==> src/rtl/hack_pkg.sv <==
// Shared types and instruction-field constants for the multicycle Hack CPU.
package hack_pkg;

  typedef enum logic [1:0] {
    S_FETCH = 2'd0,
    S_MRD   = 2'd1,
    S_EXEC  = 2'd2,
    S_MWR   = 2'd3
  } state_t;

  localparam logic [2:0] JNULL = 3'b000;
  localparam logic [2:0] JGT   = 3'b001;
  localparam logic [2:0] JEQ   = 3'b010;
  localparam logic [2:0] JGE   = 3'b011;
  localparam logic [2:0] JLT   = 3'b100;
  localparam logic [2:0] JNE   = 3'b101;
  localparam logic [2:0] JLE   = 3'b110;
  localparam logic [2:0] JMP   = 3'b111;

  localparam int BIT_A   = 12;
  localparam int COMP_HI = 11;
  localparam int COMP_LO = 6;
  localparam int DEST_A  = 5;
  localparam int DEST_D  = 4;
  localparam int DEST_M  = 3;
  localparam int JUMP_HI = 2;
  localparam int JUMP_LO = 0;

endpackage

==> src/rtl/alu.sv <==
// Hack ALU: comp = {zx, nx, zy, ny, f, no}; zr/ng flags describe the result.
module alu #(
  parameter int DATA_W = 16
) (
  input  logic [DATA_W-1:0] i_x,
  input  logic [DATA_W-1:0] i_y,
  input  logic [5:0]        i_comp,
  output logic [DATA_W-1:0] o_out,
  output logic              o_zr,
  output logic              o_ng
);

  logic [DATA_W-1:0] w_x;
  logic [DATA_W-1:0] w_y;
  logic [DATA_W-1:0] w_f;

  always_comb begin
    w_x = i_comp[5] ? '0 : i_x;
    w_x = i_comp[4] ? ~w_x : w_x;
    w_y = i_comp[3] ? '0 : i_y;
    w_y = i_comp[2] ? ~w_y : w_y;
    w_f = i_comp[1] ? (w_x + w_y) : (w_x & w_y);
    o_out = i_comp[0] ? ~w_f : w_f;
  end

  assign o_zr = (o_out == '0);
  assign o_ng = o_out[DATA_W-1];

endmodule

==> src/rtl/hack_jump_unit.sv <==
// Jump condition evaluation from the ALU flags; A-instructions never jump.
module hack_jump_unit
  import hack_pkg::*;
(
  input  logic [2:0] i_jump,
  input  logic       i_zr,
  input  logic       i_ng,
  input  logic       i_is_c,
  output logic       o_taken
);

  logic w_gt;
  logic w_cond;

  assign w_gt = ~i_zr & ~i_ng;

  always_comb begin
    w_cond = 1'b0;
    case (i_jump)
      JNULL: w_cond = 1'b0;
      JGT:   w_cond = w_gt;
      JEQ:   w_cond = i_zr;
      JGE:   w_cond = i_zr | w_gt;
      JLT:   w_cond = i_ng;
      JNE:   w_cond = ~i_zr;
      JLE:   w_cond = i_zr | i_ng;
      JMP:   w_cond = 1'b1;
      default: w_cond = 1'b0;
    endcase
  end

  assign o_taken = i_is_c & w_cond;

endmodule

==> src/rtl/hack_cpu_mc.sv <==
// Multicycle Hack CPU with req/ack instruction and data memory ports.
// Define CPU_PERF_EN to add the cycle_cnt / retired_cnt performance counters.
module hack_cpu_mc
  import hack_pkg::*;
#(
  parameter int                DATA_W   = 16,
  parameter int                ADDR_W   = 15,
  parameter logic [ADDR_W-1:0] RESET_PC = '0
) (
  input  logic              clk,
  input  logic              reset,
  output logic              imem_req,
  output logic [ADDR_W-1:0] imem_addr,
  input  logic              imem_ack,
  input  logic [DATA_W-1:0] imem_rdata,
  output logic              dmem_req,
  output logic              dmem_we,
  output logic [ADDR_W-1:0] dmem_addr,
  output logic [DATA_W-1:0] dmem_wdata,
  input  logic              dmem_ack,
  input  logic [DATA_W-1:0] dmem_rdata,
  output logic [ADDR_W-1:0] pc,
  output logic              retire
`ifdef CPU_PERF_EN
  ,
  output logic [31:0]       cycle_cnt,
  output logic [31:0]       retired_cnt
`endif
);

  state_t            r_state;
  logic [DATA_W-1:0] r_ir;
  logic [DATA_W-1:0] r_a;
  logic [DATA_W-1:0] r_d;
  logic [DATA_W-1:0] r_m;
  logic [DATA_W-1:0] r_wdata;
  logic [ADDR_W-1:0] r_pc;
  logic [ADDR_W-1:0] r_next_pc;
  logic [ADDR_W-1:0] r_daddr;
  logic              r_ireq;
  logic              r_dreq;
  logic              r_we;
  logic              r_retire;

  logic              w_is_c;
  logic              w_wr_m;
  logic [DATA_W-1:0] w_y;
  logic [DATA_W-1:0] w_alu;
  logic              w_zr;
  logic              w_ng;
  logic              w_taken;
  logic [DATA_W-1:0] w_imm;
  logic [ADDR_W-1:0] w_pc_inc;
  logic [ADDR_W-1:0] w_next_pc;

  assign w_is_c    = r_ir[DATA_W-1];
  assign w_wr_m    = w_is_c & r_ir[DEST_M];
  assign w_y       = r_ir[BIT_A] ? r_m : r_a;
  assign w_imm     = {1'b0, r_ir[DATA_W-2:0]};
  assign w_pc_inc  = r_pc + ADDR_W'(1);
  // r_a is still the pre-instruction A here, so jumps target the old A.
  assign w_next_pc = w_taken ? r_a[ADDR_W-1:0] : w_pc_inc;

  alu #(.DATA_W(DATA_W)) u_alu (
    .i_x    (r_d),
    .i_y    (w_y),
    .i_comp (r_ir[COMP_HI:COMP_LO]),
    .o_out  (w_alu),
    .o_zr   (w_zr),
    .o_ng   (w_ng)
  );

  hack_jump_unit u_jump (
    .i_jump  (r_ir[JUMP_HI:JUMP_LO]),
    .i_zr    (w_zr),
    .i_ng    (w_ng),
    .i_is_c  (w_is_c),
    .o_taken (w_taken)
  );

  always_ff @(posedge clk) begin
    if (reset) begin
      r_state   <= S_FETCH;
      r_ir      <= '0;
      r_a       <= '0;
      r_d       <= '0;
      r_m       <= '0;
      r_wdata   <= '0;
      r_pc      <= RESET_PC;
      r_next_pc <= RESET_PC;
      r_daddr   <= '0;
      r_ireq    <= 1'b0;
      r_dreq    <= 1'b0;
      r_we      <= 1'b0;
      r_retire  <= 1'b0;
    end else begin
      r_retire <= 1'b0;
      case (r_state)
        S_FETCH: begin
          // Only the first fetch after reset arrives here with req low.
          if (!r_ireq) begin
            r_ireq <= 1'b1;
          end else if (imem_ack) begin
            r_ir   <= imem_rdata;
            r_ireq <= 1'b0;
            if (imem_rdata[DATA_W-1] & imem_rdata[BIT_A]) begin
              r_dreq  <= 1'b1;
              r_we    <= 1'b0;
              r_daddr <= r_a[ADDR_W-1:0];
              r_state <= S_MRD;
            end else begin
              r_state <= S_EXEC;
            end
          end
        end
        S_MRD: begin
          if (dmem_ack) begin
            r_m     <= dmem_rdata;
            r_dreq  <= 1'b0;
            r_state <= S_EXEC;
          end
        end
        S_EXEC: begin
          if (!w_is_c) begin
            r_a <= w_imm;
          end else if (r_ir[DEST_A]) begin
            r_a <= w_alu;
          end
          if (w_is_c & r_ir[DEST_D]) begin
            r_d <= w_alu;
          end
          if (w_wr_m) begin
            r_dreq    <= 1'b1;
            r_we      <= 1'b1;
            r_daddr   <= r_a[ADDR_W-1:0];
            r_wdata   <= w_alu;
            r_next_pc <= w_next_pc;
            r_state   <= S_MWR;
          end else begin
            r_pc     <= w_next_pc;
            r_retire <= 1'b1;
            r_ireq   <= 1'b1;
            r_state  <= S_FETCH;
          end
        end
        S_MWR: begin
          if (dmem_ack) begin
            r_dreq   <= 1'b0;
            r_we     <= 1'b0;
            r_pc     <= r_next_pc;
            r_retire <= 1'b1;
            r_ireq   <= 1'b1;
            r_state  <= S_FETCH;
          end
        end
        default: r_state <= S_FETCH;
      endcase
    end
  end

  assign imem_req   = r_ireq;
  assign imem_addr  = r_pc;
  assign dmem_req   = r_dreq;
  assign dmem_we    = r_we;
  assign dmem_addr  = r_daddr;
  assign dmem_wdata = r_wdata;
  assign pc         = r_pc;
  assign retire     = r_retire;

`ifdef CPU_PERF_EN
  logic [31:0] r_cycle_cnt;
  logic [31:0] r_retired_cnt;

  always_ff @(posedge clk) begin
    if (reset) begin
      r_cycle_cnt   <= '0;
      r_retired_cnt <= '0;
    end else begin
      r_cycle_cnt <= r_cycle_cnt + 32'd1;
      if (r_retire) begin
        r_retired_cnt <= r_retired_cnt + 32'd1;
      end
    end
  end

  assign cycle_cnt   = r_cycle_cnt;
  assign retired_cnt = r_retired_cnt;
`endif

endmodule

==> config.mk <==
export PLATFORM = sky130hd
export DESIGN_NAME = hack_cpu_mc
export DESIGN_NICKNAME = d
export VERILOG_FILES = /design/src/rtl/hack_pkg.sv /design/src/rtl/alu.sv /design/src/rtl/hack_jump_unit.sv /design/src/rtl/hack_cpu_mc.sv
export SDC_FILE = /design/constraint.sdc
export NUM_CORES = 1
export LEC_CHECK = 0
export ABC_CLOCK_PERIOD_IN_PS = 6150
export CORE_MARGIN = 5
export CORE_UTILIZATION = 51
export DETAILED_ROUTE_END_ITERATION = 10
export DONT_BUFFER_PORTS = 1
export GPL_ROUTABILITY_DRIVEN = 0
export PLACE_DENSITY = 0.67
export SLEW_MARGIN = 25
export SYNTH_ARGS = -nofsm -noshare
export SYNTH_HDL_FRONTEND = slang
export SYNTH_SLANG_ARGS = --single-unit
==> constraint.sdc <==
create_clock -name clk -period 6.15 [get_ports clk]
set_input_delay 1.23 -clock clk [delete_from_list [all_inputs] [get_ports clk]]
set_output_delay 1.23 -clock clk [all_outputs]
set_load 0.1 [all_outputs]
==> out/qor.txt <==
Critical Path Source Type: flip-flop
CTS root buffer: clkbuf_16
drt first pass iters: 5
Final period util: 83.9%
CP Data Arrival Time: 5.50 ns
worst-skew pair later-pin latency: 0.43 ns
IO Port Bufs: 0
Slew Viols, Final: 0
PD cells: 279 nW/um^2
Resized cells post-CTS: 0
Sw Ratio: 33.5%
Setup TNS Final: 0 ns
pre-CTS setup slack: 1.07 ns
I/O pin count: 101
Top Layer Used: met4
Reg clk slew, reported paths: 0.06 ns
wl on met1: 10700 um
CP top delay family: compound AO/OA/AOI/OAI gates
CTS buffer count: 17
Hold Fails Final Rpt: 0
first-pass GRT wire length: 36700 um
R2R depth: 17
Gate power share: 12.3%
drt total wl: 23200 um
crit path from: r_ir[12]$_SDFFE_PP0P_
Iter 0 DRT Violations: 782
WL/cell: 20.1 um
Via Count: 7229
initial antenna violation count: 0
Leak Pwr: 2.87 nW
worst-path maximum fanout: 21
commonest non-fill, non-tap cell in the layout: nand2_1
mapped cell area: 7740 sq um
sequential share of the synthesized area: 33.9%
sw power: 0.776 mW
CP Cell Sequence: buf_4 > mux2i_1 > nor2_1 > xor2_1 > ha_1 > fa_1 > a211oi_2 > o31a_1 > mux2i_1 > or4b_1 > a311o_1 > a2111oi_4 > a41o_2 > o21a_1 > buf_4 > o21ai_0 > o31ai_1
Hold Path Class: reg -> reg
routed wl met2: 9970 um
Hold Path Sink: r_next_pc[7]$_SDFFE_PP0P_
most frequent cells in the layout: nand2_1, a21oi_1, dfxtp_1
GRT Residual Overflow: 0
Post-Syn Nets: 1059
final core utilization: 55.3%
Routed Antenna Nets: 0
final worst path period need: 5.16 ns
RSZ-0062 raised after global routing: false
area delta synth->final: 7.44%
Worst-Margin Slew: 1.10 ns
status: complete, no violations
setup violators final: 0
H-tree levels: 4
Fin Hold WS: 0.450 ns
Via density: 6.27
post-CTS setup buffer count: 0
post-synthesis cell count: 1005
Yosys reg bits: 131
CTS sink count: 131
number of global-route vias before repair: 6522
Crit-path slowest cell: or4b_1
final worst slack: 0.989 ns
Relative slew margins: 26.4%
met3 wire length: 2060 um
layout cells sized above 1: 8.29%
core area: 15000 sq um
diodes inserted: 0
Async S/R FF share, synth: 0%
worst-case clock buffer depth: 2
CTS tree: yes
R2R Path Start: r_ir[12]$_SDFFE_PP0P_
starting utilization of the core area: 51.5%
Worst R2R End: r_next_pc[14]$_SDFFE_PP0P_
synth warn: 0
hold path start: r_next_pc[7]$_SDFFE_PP0P_
Post-synth EDFFs: 0
MaxCap Viol Count: 0
crit path capture type: flip-flop
Hold Crit Depth: 2
# rows: 45
ys flop type: dfxtp_1
Req. time, crit path: 6.49 ns
GRT Total Usage: 25.9%
slowest stage delay, CP: 0.53 ns
sequential power share: 44.6%
post-synth cell types: 66
hold buffers post-CTS: 0
skew final: 0.0130 ns
nets@finish: 1006
Peak supply drop: 0.210 mV
die height: 133 um
Setup CP Type: reg -> reg
WP buf/inv: 2
flop2flop setup slack: 0.99 ns
fillers: 1419
hpwl dp: 16000 um
Remaining DRCs: 0
die width: 133 um
Die ar.: 17700 sq um
internal power: 1.54 mW
fmax: 194 MHz
largest net degree at the start of global routing: 112
Syn Area/Cell: 7.70 sq um
clock network fraction of total power: 43.1%
power groups by stage:
stage | logic, mW | clock network [mW] | registers [mW]
floorplan | 0.288 | 0 | 0.977
global placement | 0.275 | 0 | 1.05
detailed placement | 0.276 | 0 | 1.05
CTS | 0.278 | 1.00 | 1.03
global route | 0.309 | 1.05 | 1.04
finish | 0.284 | 0.999 | 1.03
worst reg2reg max path: stages (launching register included):
cell	delay (ns)
dfxtp_1	0.31
buf_4	0.27
mux2i_1	0.24
nor2_1	0.08
xor2_1	0.15
ha_1	0.27
fa_1	0.46
a211oi_2	0.33
o31a_1	0.17
mux2i_1	0.09
or4b_1	0.53
a311o_1	0.40
a2111oi_4	0.39
a41o_2	0.40
o21a_1	0.36
buf_4	0.32
o21ai_0	0.13
o31ai_1	0.18
metal layers:
metal  GRT usage (%)  vias up
met5               0        -
met4            6.63        0
met3            6.19       43
met2            37.8      339
met1            38.4     3411
li1                -     3436
cell usage after synthesis (3+ instances only):
cell,n,area share (%)
nand2_1,161,7.8
dfxtp_1,131,34
a21oi_1,123,8.0
nor2_1,73,3.5
clkbuf_1,62,3.0
o211ai_1,47,4.6
mux2i_1,41,5.3
o21ai_0,39,2.5
xnor2_1,38,4.3
nand2b_1,25,2.0
a211oi_1,22,2.1
nand3_1,22,1.4
xor2_1,20,2.3
inv_1,19,0.92
nor3_1,18,1.2
ha_1,17,2.7
buf_4,15,1.5
o22ai_1,9,0.73
buf_2,8,0.52
nand4_1,7,0.57
o21a_1,7,0.68
and3_1,6,0.49
buf_1,6,0.29
nor2b_1,6,0.49
or3_1,6,0.49
a221oi_1,5,0.57
and2_1,5,0.40
a21o_1,4,0.39
a31oi_1,4,0.32
nor3b_1,4,0.39
or4_1,4,0.39
o2111ai_1,3,0.34
o311a_1,3,0.39
o31ai_1,3,0.29
or2_2,3,0.24
area by class of cell:
class                           instances  area [sq um]  area share, %
Inverter                               20          75.1          0.903
Multi-Input combinational cell        762          4630           55.7
Sequential cell                       131          2650           31.9
Clock inverter                         15           148           1.78
Clock buffer                           17           425           5.12
Timing Repair Buffer                   20           150           1.81
Tap cell                              188           235           2.83
per-stage QoR:
| step | cell area, sq um | std cells | power, mW |
|---|---|---|---|
| floorplan | 7740 | 1005 | 1.27 |
| global placement | 7730 | 1121 | 1.33 |
| detailed placement | 7730 | 1121 | 1.33 |
| CTS | 8300 | 1153 | 2.31 |
| global route | 8310 | 1153 | 2.39 |
| finish | 8310 | 1153 | 2.32 |
state kept, by name, summed over array words and instances (netlist names), 2 cells and up:
name,flops
dmem_wdata,16
r_a,16
r_d,16
r_ir,16
r_m,16
dmem_addr,15
imem_addr,15
r_next_pc,15
r_state,2
worst max-delay path by stage:
stage	end	slack (ns)	depth (start not counted)
finish	r_next_pc[14]$_SDFFE_PP0P_	0.99	17
global route	r_next_pc[14]$_SDFFE_PP0P_	0.67	17
CTS	r_next_pc[14]$_SDFFE_PP0P_	1.06	17
detailed placement	r_next_pc[14]$_SDFFE_PP0P_	1.07	17
global placement	r_next_pc[14]$_SDFFE_PP0P_	1.17	17
floorplan	r_next_pc[10]$_SDFFE_PP0P_	1.42	19
logic make-up after synthesis:
logic type      share of synthesized area (%)
flops                                    33.9
compound gates                           24.4
mux                                      5.45
fa+ha+maj                                3.01
simple gates                             20.3
xor+xnor                                 6.57
buf+inv                                  6.39
Note: power is estimated with default switching activity, not from simulation.
